`config.mk`:
```
export PLATFORM = sky130hd
export DESIGN_NAME = reset_release_sequencer
export DESIGN_NICKNAME = d
export VERILOG_FILES = /design/src/rtl/rst_seq_pkg.sv /design/src/rtl/rst_seq_timer.sv /design/src/rtl/reset_release_sequencer.sv
export SDC_FILE = /design/constraint.sdc
export NUM_CORES = 1
export LEC_CHECK = 0
export ABC_CLOCK_PERIOD_IN_PS = 1200
export CAP_MARGIN = 40
export CELL_PAD_IN_SITES_DETAIL_PLACEMENT = 1
export CELL_PAD_IN_SITES_GLOBAL_PLACEMENT = 1
export CORE_MARGIN = 1.5
export CORE_UTILIZATION = 34
export CTS_BUF_LIST = sky130_fd_sc_hd__clkbuf_2 sky130_fd_sc_hd__clkbuf_4 sky130_fd_sc_hd__clkbuf_8
export CTS_CLUSTER_SIZE = 12
export DETAILED_ROUTE_END_ITERATION = 8
export GPL_ROUTABILITY_DRIVEN = 0
export GPL_TIMING_DRIVEN = 0
export PLACE_DENSITY_LB_ADDON = 0.3
export SYNTH_ARGS = -nofsm -noshare
export SYNTH_HDL_FRONTEND = slang
export SYNTH_SLANG_ARGS = --single-unit
```
`constraint.sdc`:
```
create_clock -name sysclk -period 1.2 [get_ports sysclk]
set_input_delay 0.24 -clock sysclk [delete_from_list [all_inputs] [get_ports sysclk]]
set_output_delay 0.24 -clock sysclk [all_outputs]
set_load 0.1 [all_outputs]
```
`src/rtl/rst_seq_pkg.sv`:
```
// Shared types and constants for the reset release sequencer.
package rst_seq_pkg;

  typedef enum logic [1:0] {
    ASSERT  = 2'd0,
    RELEASE = 2'd1,
    IDLE    = 2'd2
  } rst_seq_state_e;

  localparam int DEF_NUM_STAGES  = 4;
  localparam int DEF_HOLD_CYCLES = 16;
  localparam int DEF_GAP_CYCLES  = 8;
  localparam int DEF_CNT_W       = 8;

  // Wide enough to hold the larger of the two limits without wrapping.
  function automatic int rst_seq_tmr_w(input int hold, input int gap);
    int m;
    m = (hold > gap) ? hold : gap;
    return $clog2(m + 1);
  endfunction

endpackage

```
`src/rtl/rst_seq_timer.sv`:
```
// Up-counter with synchronous clear; o_expire flags the last cycle of an
// i_limit-cycle interval.
module rst_seq_timer #(
  parameter int W = 5
) (
  input  logic         sysclk,
  input  logic         sys_rstn,
  input  logic         i_clr,
  input  logic [W-1:0] i_limit,
  output logic         o_expire
);

  logic [W-1:0] r_cnt;

  always_ff @(posedge sysclk or negedge sys_rstn) begin
    if (!sys_rstn)  r_cnt <= '0;
    else if (i_clr) r_cnt <= '0;
    else            r_cnt <= r_cnt + W'(1);
  end

  assign o_expire = (r_cnt == i_limit - W'(1));

endmodule

```
`src/rtl/reset_release_sequencer.sv`:
```
// Ordered active-low reset release with hold/gap timing and ATPG bypass.
// Define RST_SEQ_EVT_CNT_EN to build the saturating request-edge counter.
module reset_release_sequencer
  import rst_seq_pkg::*;
#(
  parameter int NUM_STAGES  = DEF_NUM_STAGES,
  parameter int HOLD_CYCLES = DEF_HOLD_CYCLES,
  parameter int GAP_CYCLES  = DEF_GAP_CYCLES,
  parameter int CNT_W       = DEF_CNT_W
) (
  input  logic                  sysclk,
  input  logic                  sys_rstn,
  input  logic                  evt_rst_req,
  input  logic                  ATPG_TM,
  input  logic                  ATPG_RSTN,
  output logic [NUM_STAGES-1:0] rst_n_out,
  output logic                  seq_busy,
  output logic [CNT_W-1:0]      event_cnt
);

  localparam int TW = rst_seq_tmr_w(HOLD_CYCLES, GAP_CYCLES);

  localparam logic [1:0] S_ASSERT  = ASSERT;
  localparam logic [1:0] S_RELEASE = RELEASE;
  localparam logic [1:0] S_IDLE    = IDLE;

  generate
    if (NUM_STAGES < 1 || NUM_STAGES > 8) begin : g_bad_stages
      $error("NUM_STAGES must be 1..8");
    end
    if (HOLD_CYCLES < 1 || GAP_CYCLES < 1) begin : g_bad_timing
      $error("HOLD_CYCLES and GAP_CYCLES must be >= 1");
    end
  endgenerate

  logic [1:0]            r_state;
  logic [NUM_STAGES-1:0] r_rel;
  logic [NUM_STAGES-1:0] w_rel_nxt;
  logic [TW-1:0]         w_limit;
  logic                  w_clr;
  logic                  w_expire;

  // Released stages form a thermometer code, so shifting in a one releases
  // exactly the next stage in index order.
  assign w_rel_nxt = (r_rel << 1) | NUM_STAGES'(1);
  assign w_limit   = (r_state == S_ASSERT) ? TW'(HOLD_CYCLES) : TW'(GAP_CYCLES);
  assign w_clr     = evt_rst_req | w_expire | (r_state == S_IDLE);

  rst_seq_timer #(.W(TW)) u_timer (
    .sysclk   (sysclk),
    .sys_rstn (sys_rstn),
    .i_clr    (w_clr),
    .i_limit  (w_limit),
    .o_expire (w_expire)
  );

  always_ff @(posedge sysclk or negedge sys_rstn) begin
    if (!sys_rstn) begin
      r_state <= S_ASSERT;
      r_rel   <= '0;
    end else if (evt_rst_req) begin
      // A request beats any release due on the same edge.
      r_state <= S_ASSERT;
      r_rel   <= '0;
    end else begin
      case (r_state)
        S_ASSERT, S_RELEASE: begin
          if (w_expire) begin
            r_rel   <= w_rel_nxt;
            r_state <= (&w_rel_nxt) ? S_IDLE : S_RELEASE;
          end
        end
        S_IDLE: ;
        default: begin
          r_state <= S_ASSERT;
          r_rel   <= '0;
        end
      endcase
    end
  end

  assign seq_busy  = (r_state != S_IDLE);
  assign rst_n_out = ATPG_TM ? {NUM_STAGES{ATPG_RSTN}} : r_rel;

`ifdef RST_SEQ_EVT_CNT_EN
  logic             r_req_d;
  logic [CNT_W-1:0] r_evt_cnt;

  always_ff @(posedge sysclk or negedge sys_rstn) begin
    if (!sys_rstn) begin
      r_req_d   <= 1'b0;
      r_evt_cnt <= '0;
    end else begin
      r_req_d <= evt_rst_req;
      if (evt_rst_req && !r_req_d && !(&r_evt_cnt))
        r_evt_cnt <= r_evt_cnt + CNT_W'(1);
    end
  end

  assign event_cnt = r_evt_cnt;
`else
  assign event_cnt = '0;
`endif

endmodule

```
==> results_dict.tcl <==
set metrics [dict create \
    run_status "finished, violations left" \
    failed_checks "negative setup slack" \
    clk_pin_slew_ps 70 \
    most-common-layout-cells "sky130_fd_sc_hd__buf_4 (21), sky130_fd_sc_hd__dfrtp_1 (10), sky130_fd_sc_hd__conb_1 (8)" \
    setup_ws_ps -263 \
    grt_pass1_vias 712 \
    max-clock-path-buffers 2 \
    holdWs_ps 305 \
    netlist.area_leader.share 0.381 \
    vdd_drop_max_uv 712 \
    synth_compound_gate_area_share 0.196 \
    tritoncts_clock_tree "yes" \
    multiInputGateArea_um2 520 \
    grt_max_degree 12 \
    power_per_cell_area_nw_per_um2 806 \
    cts_made_buffers 3 \
    cp.required_ps 960 \
    hold_violations 0 \
    postRouteAntennaNets 0 \
    cts_num_sinks 11 \
    fmax_mhz 683 \
    grt_setup_unrepaired "true" \
    max-slew-margin-rel 0.648 \
    grt_first_pass_wirelength_um 3610 \
    row_count 16 \
    dp_slack_ps -1320 \
    netlist_top_cells_area "sky130_fd_sc_hd__dfrtp_1 (38%), sky130_fd_sc_hd__buf_4 (9.4%), sky130_fd_sc_hd__o211ai_1 (5.2%), sky130_fd_sc_hd__nor3_4 (4.5%), sky130_fd_sc_hd__nand3_1 (3.5%)" \
    drt-pass1-iter-count 4 \
    post_route_cells_drive_above_1_share 0.574 \
    ys_types 32 \
    post_synth_fa_ha_maj_area_fraction 0.0173 \
    clkLatencyLatePin_ps 280 \
    layout.core_utilization 0.619 \
    worst_clock_skew_ps 1.29 \
    die_h_um 49.1 \
    synth_largest_area_cell "sky130_fd_sc_hd__dfrtp_1" \
    fill_cells 208 \
    finalSetupViolations 15 \
    netlist_area_um2 722 \
    drv_cap 0 \
    ys_seq_elements 11 \
    criticalPathCategory "flip-flop to output pin" \
    synth_top_family_by_area "simple AND/OR/NAND/NOR gates" \
    htree_num_levels 1 \
    syn_inst_count 73 \
    synth_area_per_cell_um2 9.89 \
    hpwl_um 1380 \
    mostFrequentLayoutCell "sky130_fd_sc_hd__buf_4" \
    route.top_layer_used "met4" \
    route.detailed.vias_per_inst 5.13 \
    routed_wl_um 2440 \
    final.min_clock_period_ps 1460 \
    total_via_count_after_detailed_routing 692 \
    post_synth_xor_area_fraction 0.0364 \
    floorplan.core_area_um2 1980 \
    synth_seq_area_share 0.381 \
    post_cts_hold_buffer_count 0 \
    first_iter_violations 8 \
    startpoint_type "flip-flop" \
    timing.final.crit_share 1.22 \
    leakagePower_nw 0.520 \
    antenna_found_initial 0 \
    grt_ovf 0 \
    crit_path_max_fanout 2 \
    route.detailed.wl_per_inst_um 18.0 \
    synth_simple_gate_area_frac 0.224 \
    gr-usage-all-layers 0.204 \
    timing.hold.worst.class "primary input to asynchronous set/reset pin" \
    post_synth_mux_area_share 0 \
    synthToLayoutAreaGrowth_pct 70.0 \
    ctsRootBufferMaster "sky130_fd_sc_hd__clkbuf_4" \
    worst_setup_path_end_kind "output pin" \
    slew_violations 0 \
    met1_length_um 905 \
    layout.nets 115 \
    routed-wl-met2_um 1370 \
    fin_total_pwr_w 0.000990 \
    dieWidth_um 49.1 \
    place.port_buffers 9 \
    floorplan.die_area_um2 2410 \
    worst_ep_arrival_time_ps 1220 \
    antenna-diode-count 0 \
    yosys_warnings 0 \
    tightest_slew_ps 526 \
    boundaryPins 18 \
    regArea_um2 277 \
    initial_core_util 0.364 \
    met3_wire_length_um 57 \
    count_of_unresolved_drc_violations_after_routing 0 \
]
==> flip-flops by register name, summed over array words and instances, names as in the netlist <==
name           flops
r_state            2
r_rel              4
u_timer.r_cnt      5
==> report_power, final <==
group          leakage (nW)  internal (W)  switching, W  total, W
Combinational         0.353     0.0000865      0.000224  0.000310
Sequential            0.149      0.000378    0.00000931  0.000388
Clock                0.0184      0.000152      0.000140  0.000292
==> Yosys cell counts <==
cell type	instances
sky130_fd_sc_hd__a21oi_1	1
sky130_fd_sc_hd__a32o_1	1
sky130_fd_sc_hd__and3_2	1
sky130_fd_sc_hd__and3b_1	1
sky130_fd_sc_hd__and4_1	1
sky130_fd_sc_hd__buf_4	9
sky130_fd_sc_hd__buf_6	1
sky130_fd_sc_hd__conb_1	1
sky130_fd_sc_hd__dfrtp_1	11
sky130_fd_sc_hd__ha_1	1
sky130_fd_sc_hd__inv_1	5
sky130_fd_sc_hd__inv_2	1
sky130_fd_sc_hd__nand2_1	3
sky130_fd_sc_hd__nand3_1	5
sky130_fd_sc_hd__nand3b_1	1
sky130_fd_sc_hd__nor2_1	1
sky130_fd_sc_hd__nor2b_1	1
sky130_fd_sc_hd__nor3_1	1
sky130_fd_sc_hd__nor3_4	2
sky130_fd_sc_hd__nor3b_1	1
sky130_fd_sc_hd__nor3b_2	1
sky130_fd_sc_hd__nor4_1	4
sky130_fd_sc_hd__o211a_1	1
sky130_fd_sc_hd__o211ai_1	5
sky130_fd_sc_hd__o21a_1	1
sky130_fd_sc_hd__o21a_4	1
sky130_fd_sc_hd__o21ai_0	4
sky130_fd_sc_hd__o21ai_2	1
sky130_fd_sc_hd__o21ba_1	1
sky130_fd_sc_hd__o311ai_1	2
sky130_fd_sc_hd__xnor2_1	1
sky130_fd_sc_hd__xor2_1	2
==> path summary, 6_finish.rpt <==
check	slack [ps]	start	cells past startpoint	endpoint
setup reg to reg	-250	r_state[0]	5	u_timer.r_cnt[3]
setup / recovery	-260	r_state[0]	4	seq_busy
min in group sysclk	610	u_timer.r_cnt[0]	2	u_timer.r_cnt[0]
hold reg to reg	610	u_timer.r_cnt[0]	2	u_timer.r_cnt[0]
max in group asynchronous	520	sys_rstn	1	r_state[0]
hold / removal	300	sys_rstn	1	r_rel[1]
==> layer usage <==
layer,vias up,track usage
li1,320,-
met1,347,0.208
met2,17,0.394
met3,8,0.0337
met4,0,0.100
met5,-,0
==> critical path, cell delays in order, from the launching register on <==
cell and delay, ps:
sky130_fd_sc_hd__dfrtp_2 430, sky130_fd_sc_hd__nor2b_4 210, sky130_fd_sc_hd__inv_8 30, sky130_fd_sc_hd__buf_6 110, sky130_fd_sc_hd__buf_12 150
==> layout make-up <==
cell class                      instances  area share
Inverter                                6      0.0245
Buffer                                  8      0.0489
Clock buffer                            4      0.0245
Sequential cell                        11       0.225
Tap cell                               27      0.0275
Timing Repair Buffer                   26       0.225
Multi-Input combinational cell         53       0.424
==> what timing repair did <==
action,CTS,global route
buffers inserted,9,7
pin swaps,11,7
resized for setup,36,7
endpoints found under the setup margin,15,16
==> stage by stage <==
step | std cells | TNS [ps] | cell area [µm²]
2_1_floorplan | 80 | -43.5 | 803
3_3_place_gp | 116 | -9450 | 927
3_5_place_dp | 121 | -7930 | 1000
4_1_cts | 130 | -2440 | 1160
5_1_grt | 135 | -3290 | 1230
6_report | 135 | -2510 | 1230
==> kinds of logic (layout without fill, tap and decap cells) <==
kind of cell / Yosys count / in the layout
buffers and inverters: 16 / 44
AND/OR/NAND/NOR: 23 / 23
flip-flops: 11 / 11
AO/OA/AOI/OAI: 18 / 18
adder cells (fa/ha/maj): 1 / 1
XOR/XNOR: 3 / 3
other: 1 / 8
Power figures use the tool's default switching activity.
